$ cat config.mk
export PLATFORM = sky130hd
export DESIGN_NAME = reg2axil_flat
export DESIGN_NICKNAME = d
export VERILOG_FILES = /design/src/rtl/reg2axil_if.sv /design/src/rtl/reg2axil.sv /design/src/flat_wrapper.sv
export SDC_FILE = /design/constraint.sdc
export NUM_CORES = 1
export LEC_CHECK = 0
export ABC_AREA = 1
export BUFFER_PORTS_ARGS = -buffer_cell sky130_fd_sc_hd__buf_2
export CORE_UTILIZATION = 42
export DETAILED_ROUTE_END_ITERATION = 7
export HOLD_SLACK_MARGIN = 0.15
export PLACE_DENSITY = 0.8
export RECOVER_POWER = 100
export SKIP_LAST_GASP = 1
export SYNTH_ARGS = -nofsm -noshare
export SYNTH_HDL_FRONTEND = slang
export SYNTH_SLANG_ARGS = --single-unit
$ cat constraint.sdc
create_clock -name clk -period 3 [get_ports clk]
set_input_delay 0.6 -clock clk [delete_from_list [all_inputs] [get_ports clk]]
set_output_delay 0.6 -clock clk [all_outputs]
set_load 0.1 [all_outputs]
$ cat src/rtl/reg2axil_if.sv
// -----------------------------------------------------------------------------
// reg2axil_if -- AXI4-Lite bus bundle used by the reg2axil bridge.
//
// Parameters
//   ADDR_WIDTH : address width of AW/AR
//   DATA_WIDTH : data width of W/R (32 or 64); strobe width is DATA_WIDTH/8
//
// Modports
//   master : the bridge side (drives AW/W/AR payload + valid, B/R ready)
//   slave  : the memory/peripheral side
// -----------------------------------------------------------------------------
interface reg2axil_if #(
  parameter int ADDR_WIDTH = 32,
  parameter int DATA_WIDTH = 32
);
  // write address channel
  logic [ADDR_WIDTH-1:0]   awaddr;
  logic [2:0]              awprot;
  logic                    awvalid;
  logic                    awready;
  // write data channel
  logic [DATA_WIDTH-1:0]   wdata;
  logic [DATA_WIDTH/8-1:0] wstrb;
  logic                    wvalid;
  logic                    wready;
  // write response channel
  logic [1:0]              bresp;
  logic                    bvalid;
  logic                    bready;
  // read address channel
  logic [ADDR_WIDTH-1:0]   araddr;
  logic [2:0]              arprot;
  logic                    arvalid;
  logic                    arready;
  // read data channel
  logic [DATA_WIDTH-1:0]   rdata;
  logic [1:0]              rresp;
  logic                    rvalid;
  logic                    rready;

  modport master (
    output awaddr, awprot, awvalid, input awready,
    output wdata, wstrb, wvalid, input wready,
    input  bresp, bvalid, output bready,
    output araddr, arprot, arvalid, input arready,
    input  rdata, rresp, rvalid, output rready
  );

  modport slave (
    input  awaddr, awprot, awvalid, output awready,
    input  wdata, wstrb, wvalid, output wready,
    output bresp, bvalid, input bready,
    input  araddr, arprot, arvalid, output arready,
    output rdata, rresp, rvalid, input rready
  );
endinterface

$ cat src/rtl/reg2axil.sv
// -----------------------------------------------------------------------------
// reg2axil -- single-outstanding register-command to AXI4-Lite master bridge.
//
// A command (cmd_*) is accepted in IDLE, turned into one AXI4-Lite write
// (AW + W, then B) or read (AR, then R), and the outcome is presented on the
// response port (rsp_*) until consumed. Only one transaction is in flight.
//
// Ports
//   clk, rst_n            : clock, asynchronous active-low reset
//   cmd_valid / cmd_ready : command handshake; cmd_ready is high only in IDLE
//   cmd_we                : 1 = write, 0 = read
//   cmd_addr, cmd_wdata   : target address, write data
//   rsp_valid / rsp_ready : response handshake
//   rsp_rdata             : read data (0 for writes)
//   rsp_okay              : 1 when the AXI response was OKAY
//   m_axil                : AXI4-Lite master bus
// -----------------------------------------------------------------------------
module reg2axil #(
  parameter int ADDR_WIDTH = 32,
  parameter int DATA_WIDTH = 32
) (
  input  logic                  clk,
  input  logic                  rst_n,
  input  logic                  cmd_valid,
  output logic                  cmd_ready,
  input  logic                  cmd_we,
  input  logic [ADDR_WIDTH-1:0] cmd_addr,
  input  logic [DATA_WIDTH-1:0] cmd_wdata,
  output logic                  rsp_valid,
  input  logic                  rsp_ready,
  output logic [DATA_WIDTH-1:0] rsp_rdata,
  output logic                  rsp_okay,
  reg2axil_if.master            m_axil
);

  typedef enum logic [2:0] {IDLE, WR, WR_B, RD, RD_R, RSP} state_t;

  localparam logic [1:0] RESP_OKAY = 2'b00;

  state_t                state, state_nxt;
  logic                  aw_done, w_done;
  logic [ADDR_WIDTH-1:0] addr_q;
  logic [DATA_WIDTH-1:0] wdata_q;

  logic cmd_hs, aw_hs, w_hs;
  assign cmd_hs = cmd_valid && cmd_ready;
  assign aw_hs  = m_axil.awvalid && m_axil.awready;
  assign w_hs   = m_axil.wvalid  && m_axil.wready;

  // State register.
  // NOTE: sequential state uses non-blocking assignments so every flop samples
  // the pre-edge values of the others, independent of process order.
  always_ff @(posedge clk or negedge rst_n) begin
    if (!rst_n) state <= IDLE;
    else        state <= state_nxt;
  end

  // Next state and handshake outputs. Every output here is a decode of
  // registered state/flags only, so no input reaches a *valid combinationally.
  always_comb begin
    // NOTE: every signal gets a default before the case so no path leaves it
    // unassigned, which would otherwise infer a latch.
    state_nxt      = state;
    cmd_ready      = 1'b0;
    rsp_valid      = 1'b0;
    m_axil.awvalid = 1'b0;
    m_axil.wvalid  = 1'b0;
    m_axil.bready  = 1'b0;
    m_axil.arvalid = 1'b0;
    m_axil.rready  = 1'b0;
    unique case (state)
      IDLE: begin
        cmd_ready = 1'b1;
        if (cmd_valid) state_nxt = cmd_we ? WR : RD;
      end
      WR: begin
        // AW and W complete independently; each valid drops once its own
        // handshake is recorded and never comes back for this write.
        m_axil.awvalid = !aw_done;
        m_axil.wvalid  = !w_done;
        if ((aw_done || aw_hs) && (w_done || w_hs)) state_nxt = WR_B;
      end
      WR_B: begin
        m_axil.bready = 1'b1;
        if (m_axil.bvalid) state_nxt = RSP;
      end
      RD: begin
        m_axil.arvalid = 1'b1;
        if (m_axil.arready) state_nxt = RD_R;
      end
      RD_R: begin
        m_axil.rready = 1'b1;
        if (m_axil.rvalid) state_nxt = RSP;
      end
      RSP: begin
        rsp_valid = 1'b1;
        if (rsp_ready) state_nxt = IDLE;
      end
      default: state_nxt = IDLE;
    endcase
  end

  // Per-channel completion flags for the write address/data phases; cleared
  // when the next command is taken so each write starts fresh.
  always_ff @(posedge clk or negedge rst_n) begin
    if (!rst_n) begin
      aw_done <= 1'b0;
      w_done  <= 1'b0;
    end else if (cmd_hs) begin
      aw_done <= 1'b0;
      w_done  <= 1'b0;
    end else begin
      if (aw_hs) aw_done <= 1'b1;
      if (w_hs)  w_done  <= 1'b1;
    end
  end

  // Command holding registers. Direction is captured by the WR/RD choice.
  // NOTE: pure datapath holding registers carry no reset; they are always
  // loaded before anything downstream looks at them.
  always_ff @(posedge clk) begin
    if (cmd_hs) begin
      addr_q  <= cmd_addr;
      wdata_q <= cmd_wdata;
    end
  end

  // Response capture; reset so the response port reads zero until the first
  // transaction completes. Error responses complete normally with okay = 0.
  always_ff @(posedge clk or negedge rst_n) begin
    if (!rst_n) begin
      rsp_rdata <= '0;
      rsp_okay  <= 1'b0;
    end else if (state == WR_B && m_axil.bvalid) begin
      rsp_rdata <= '0;
      rsp_okay  <= (m_axil.bresp == RESP_OKAY);
    end else if (state == RD_R && m_axil.rvalid) begin
      rsp_rdata <= m_axil.rdata;
      rsp_okay  <= (m_axil.rresp == RESP_OKAY);
    end
  end

  assign m_axil.awaddr = addr_q;
  assign m_axil.araddr = addr_q;
  assign m_axil.awprot = 3'b000;
  assign m_axil.arprot = 3'b000;
  assign m_axil.wdata  = wdata_q;
  assign m_axil.wstrb  = '1;

endmodule

$ cat src/flat_wrapper.sv
// flat-port wrapper written by rule: the top's interface ports become plain ports
module reg2axil_flat 
#(
  parameter int ADDR_WIDTH = 32,
  parameter int DATA_WIDTH = 32
)
  (clk, rst_n, cmd_valid, cmd_ready, cmd_we, cmd_addr, cmd_wdata, rsp_valid, rsp_ready, rsp_rdata, rsp_okay, m_axil_awaddr, m_axil_awprot, m_axil_awvalid, m_axil_awready, m_axil_wdata, m_axil_wstrb, m_axil_wvalid, m_axil_wready, m_axil_bresp, m_axil_bvalid, m_axil_bready, m_axil_araddr, m_axil_arprot, m_axil_arvalid, m_axil_arready, m_axil_rdata, m_axil_rresp, m_axil_rvalid, m_axil_rready);
  reg2axil_if #(.ADDR_WIDTH(ADDR_WIDTH), .DATA_WIDTH(DATA_WIDTH)) m_axil_i ();
  input  logic clk;
  input  logic rst_n;
  input  logic cmd_valid;
  output logic cmd_ready;
  input  logic cmd_we;
  input  logic [ADDR_WIDTH-1:0] cmd_addr;
  input  logic [DATA_WIDTH-1:0] cmd_wdata;
  output logic rsp_valid;
  input  logic rsp_ready;
  output logic [DATA_WIDTH-1:0] rsp_rdata;
  output logic rsp_okay;
  output wire logic [$bits(m_axil_i.awaddr)-1:0] m_axil_awaddr;
  output wire logic [$bits(m_axil_i.awprot)-1:0] m_axil_awprot;
  output wire logic [$bits(m_axil_i.awvalid)-1:0] m_axil_awvalid;
  input wire logic [$bits(m_axil_i.awready)-1:0] m_axil_awready;
  output wire logic [$bits(m_axil_i.wdata)-1:0] m_axil_wdata;
  output wire logic [$bits(m_axil_i.wstrb)-1:0] m_axil_wstrb;
  output wire logic [$bits(m_axil_i.wvalid)-1:0] m_axil_wvalid;
  input wire logic [$bits(m_axil_i.wready)-1:0] m_axil_wready;
  input wire logic [$bits(m_axil_i.bresp)-1:0] m_axil_bresp;
  input wire logic [$bits(m_axil_i.bvalid)-1:0] m_axil_bvalid;
  output wire logic [$bits(m_axil_i.bready)-1:0] m_axil_bready;
  output wire logic [$bits(m_axil_i.araddr)-1:0] m_axil_araddr;
  output wire logic [$bits(m_axil_i.arprot)-1:0] m_axil_arprot;
  output wire logic [$bits(m_axil_i.arvalid)-1:0] m_axil_arvalid;
  input wire logic [$bits(m_axil_i.arready)-1:0] m_axil_arready;
  input wire logic [$bits(m_axil_i.rdata)-1:0] m_axil_rdata;
  input wire logic [$bits(m_axil_i.rresp)-1:0] m_axil_rresp;
  input wire logic [$bits(m_axil_i.rvalid)-1:0] m_axil_rvalid;
  output wire logic [$bits(m_axil_i.rready)-1:0] m_axil_rready;
  assign m_axil_awaddr = m_axil_i.awaddr;
  assign m_axil_awprot = m_axil_i.awprot;
  assign m_axil_awvalid = m_axil_i.awvalid;
  assign m_axil_i.awready = m_axil_awready;
  assign m_axil_wdata = m_axil_i.wdata;
  assign m_axil_wstrb = m_axil_i.wstrb;
  assign m_axil_wvalid = m_axil_i.wvalid;
  assign m_axil_i.wready = m_axil_wready;
  assign m_axil_i.bresp = m_axil_bresp;
  assign m_axil_i.bvalid = m_axil_bvalid;
  assign m_axil_bready = m_axil_i.bready;
  assign m_axil_araddr = m_axil_i.araddr;
  assign m_axil_arprot = m_axil_i.arprot;
  assign m_axil_arvalid = m_axil_i.arvalid;
  assign m_axil_i.arready = m_axil_arready;
  assign m_axil_i.rdata = m_axil_rdata;
  assign m_axil_i.rresp = m_axil_rresp;
  assign m_axil_i.rvalid = m_axil_rvalid;
  assign m_axil_rready = m_axil_i.rready;
  reg2axil #(.ADDR_WIDTH(ADDR_WIDTH), .DATA_WIDTH(DATA_WIDTH)) u_core (.clk(clk), .rst_n(rst_n), .cmd_valid(cmd_valid), .cmd_ready(cmd_ready), .cmd_we(cmd_we), .cmd_addr(cmd_addr), .cmd_wdata(cmd_wdata), .rsp_valid(rsp_valid), .rsp_ready(rsp_ready), .rsp_rdata(rsp_rdata), .rsp_okay(rsp_okay), .m_axil(m_axil_i));
endmodule
==> results.md <==
Clock tree:
- The number of buffers between clock root and the deepest sink is 2.
- The depth of the CTS H-tree is 3.
- The clock net in this run drives a total of approximately 100 sinks.
- The cell chosen for the clock root is sky130_fd_sc_hd__clkbuf_8.
- TritonCTS built the clock tree.
- The post-cts resize count is 0.
- After clock tree synthesis, the clock-pin slew on the worst setup and hold paths is approximately 0.10 ns.
- For the worst-skew pair, the clock arrives at the later sink with an insertion delay of between 0.3 and 0.4 ns.
- The total clock buffers created by CTS is 9.
- In this run, post-CTS hold repair placed 0 buffers.
- The post-CTS setup repair buffer count is 0.

Layout:
- The number of nets in the layout is 641.
- In the final layout, the multi-input gates occupy 713 um2.
- The final cell count without fillers is between 600 and 700.
- The repair_antennas step left the layout with diodes totalling 0.
- The count of filler cells inserted in the layout is around 900.
- The post-synthesis to final-layout area growth is 27.3%.
- In the final layout, the share of cells above drive strength 1 is 0.257.
- Registers take roughly 2900 um2.

Setup path:
- STA classifies the critical path startpoint as a register.
- Together, buffers and inverters on the worst path number 3.
- The largest delay contributor family on the critical path is buffers and inverters.
- The library cell appearing most often on the critical path is sky130_fd_sc_hd__nor2_1.
- At the worst endpoint, the arrival time is ~2.7 ns.
- The endpoint type of the worst setup path is a register.
- The critical path start-end classification is reg -> reg.
- In this run the worst path has a maximum fanout of 23.
- The required time of the critical path is ~3.1 ns.
- The slowest stage of the critical path is the sky130_fd_sc_hd__clkinvlp_2 cell.
- On the worst path, the slowest cell contributes a delay of around 0.84 ns.
- Traced cell by cell, the critical path runs through nor2_1 > inv_1 > nor2_1 > nand2_1 > clkinvlp_2 > clkbuf_2.

GRT:
- Entering global routing, the biggest net connects 39 pins.
- The total routing usage reported by global routing is 0.198.
- The first global-routing pass estimated ~15 mm of wire.
- The number of antenna violations at the first check in global routing is 0.
- Global routing finished with a remaining overflow of 0.
- The via count of the first global-routing pass is approximately 2.9k.

Timing:
- Headroom to the max-slew limit came out at -0.364.
- At the pin with the least slew margin, the transition time is 2.05 ns.
- Hold is met by ~0.41 ns.
- The count of pins over their slew limit is 39.
- The maximum clock rate is around 380 MHz.
- The clock period could shrink to about 2.6 ns.
- The aggregate negative setup slack is 0 ns.
- The final clock skew is around 0.008 ns.
- Setup repair after global routing left no endpoint under its margin.
- The setup-violating endpoint count in the final report is 0.
- The final hold violation count is 0.
- Dividing the final minimum period by the clock period gives 0.871.

Floorplanning:
- The initial utilization of the core area, before any placement, comes to 0.433.
- The die covers 9930 um2.
- From left edge to right edge, the die measures between 90 and 100 um.
- The number of placement rows is 35.
- around 260 I/O pins were placed.
- The die is about 100 um tall.
- The standard cell core area is 9240 um2.

Detailed routing:
- In the final routed layout, each cell accounts on average for ~15 um.
- For this block, the routed nets add up to between 9 and 10 mm of wire.
- The count of nets left with antenna violations once routing finished came out at 0.
- Summing over every cut layer, the via total after detailed routing is slightly above 3k.
- The detailed-route vias per instance is about 4.7.
- In this run, the number of DRC markers left after iteration 0 of detailed routing was 89.
- The first detailed-routing pass took 4 iterations.
- The DRC violation count after routing is 0.

Synth:
- Counting flops with a built-in enable in the synthesized netlist gives between 60 and 70.
- Synthesis inferred ~100 register bits.
- After synthesis, the share of flip-flops with an asynchronous set or reset is 0.373.
- Counting every instance in the synthesized netlist gives 320.
- The share of the Yosys chip area taken by registers is 0.718.
- Sorting the synthesized cells by area gives the leading types as sky130_fd_sc_hd__edfxtp_1 (48%), sky130_fd_sc_hd__dfrtp_1 (24%), sky130_fd_sc_hd__buf_4 (9.2%).
- The total number of yosys warnings is 0.
- For this run, the leading register cell type out of synthesis is sky130_fd_sc_hd__edfxtp_1.
- The largest total area in the synthesized netlist belongs to sky130_fd_sc_hd__edfxtp_1.
- The share of the synthesized area in the top cell type is 0.480.
- The number of unique standard cell types used by synthesis is 21.
- Averaged over all synthesized cells, the footprint is 12.5 um2.
- After synthesis the cells add up to around 4000 um2.

Run:
- The number of violations of the max-capacitance limit is 1.

Place:
- Including well taps, the total number of placed cells is approximately 650.
- The number of I/O port buffers is ~250.
- The detailed placer's ending HPWL is about 7.5 mm.
- At the end of routability-driven placement, the weighted congestion stood at between 0.8 and 0.9.

Status:
- The run finished, with violations left.
- The final reports fail on max-capacitance violations, max-slew violations.

Min path:
- The tightest min-delay check is of the in -> reg type.
==> path summary, 6_finish.rpt <==
kind | cells after the start | slack (ns) | to | from
worst max register to register | 6 | 0.39 | u_core.m_axil.araddr[3]$_DFFE_PP_ | u_core.state[1]$_DFFE_PN0P_
worst min-delay path | 1 | 0.41 | u_core.m_axil.wdata[19]$_DFFE_PP_ | cmd_wdata[19]
max in group asynchronous | 1 | 1.02 | u_core.rsp_rdata[20]$_DFFE_PN0P_ | rst_n
worst max-delay path | 6 | 0.39 | u_core.m_axil.araddr[3]$_DFFE_PP_ | u_core.state[1]$_DFFE_PN0P_
worst min register to register | 2 | 0.51 | u_core.rsp_rdata[8]$_DFFE_PN0P_ | u_core.rsp_rdata[8]$_DFFE_PN0P_
min in group asynchronous | 1 | 0.81 | u_core.rsp_rdata[9]$_DFFE_PN0P_ | rst_n
==> final cells by class <==
cell class | instances | area share
Clock inverter | 7 | 0.0157
Multi-Input combinational cell | 156 | 0.140
Timing Repair Buffer | 248 | 0.214
Sequential cell | 102 | 0.564
Inverter | 14 | 0.0106
Tap cell | 129 | 0.0317
Clock buffer | 9 | 0.0243
==> stage by stage <==
stage | cell area, um2 | worst slack [ns] | utilization
2_1_floorplan | 4050 | 0.0867 | -
3_3_place_gp | 5070 | 0.859 | 0.549
3_5_place_dp | 5070 | 0.779 | 0.549
4_1_cts | 5270 | 0.538 | 0.571
5_1_grt | 5100 | 0.188 | 0.552
6_report | 5100 | 0.388 | 0.552
==> cell families after synthesis <==
family / share of synthesized area
DFF: 0.717
AOI/OAI and AO/OA: 0.00531
other: 0.00188
and+or+nand+nor: 0.163
buffers and inverters: 0.112
==> per-layer routing <==
metal  GRT usage  routed length [um]  part of all wire  vias to the layer above
met5           0                   0                 0                        -
met4      0.0735                 172             0.017                        0
met3      0.0668                 930             0.093                       11
met2       0.350                5110              0.51                      173
met1       0.222                3780              0.38                     1470
li1            -                   -                 -                     1458
==> cell usage in the layout, fill, tap and decap left out, types with 2 or more instances in the layout <==
cell	synthesis	layout
sky130_fd_sc_hd__edfxtp_1	64	64
sky130_fd_sc_hd__inv_6	0	2
sky130_fd_sc_hd__dfrtp_1	38	38
sky130_fd_sc_hd__clkbuf_1	4	130
sky130_fd_sc_hd__nor2_1	10	11
sky130_fd_sc_hd__nand2_1	52	52
sky130_fd_sc_hd__inv_1	13	12
sky130_fd_sc_hd__clkinv_4	0	2
sky130_fd_sc_hd__clkbuf_2	0	9
sky130_fd_sc_hd__buf_2	3	107
sky130_fd_sc_hd__nand3_1	73	73
sky130_fd_sc_hd__clkbuf_8	0	9
sky130_fd_sc_hd__conb_1	2	10
sky130_fd_sc_hd__a21oi_1	2	2
==> Yosys cell counts (2+ instances only) <==
library cell and n:
sky130_fd_sc_hd__a21oi_1 2, sky130_fd_sc_hd__buf_2 3, sky130_fd_sc_hd__buf_4 49, sky130_fd_sc_hd__clkbuf_1 4, sky130_fd_sc_hd__conb_1 2, sky130_fd_sc_hd__dfrtp_1 38, sky130_fd_sc_hd__edfxtp_1 64, sky130_fd_sc_hd__inv_1 13
sky130_fd_sc_hd__nand2_1 52, sky130_fd_sc_hd__nand3_1 73, sky130_fd_sc_hd__nor2_1 10
==> flip-flops by register name, indices dropped and copies added (netlist names) <==
name	flops
u_core.m_axil.araddr	32
u_core.m_axil.wdata	32
u_core.rsp_rdata	32
u_core.state	3
u_core.aw_done	1
u_core.rsp_okay	1
u_core.w_done	1
Power is not shown: default switching activity piles up to over one toggle a cycle in this logic, so the estimate is an artifact.
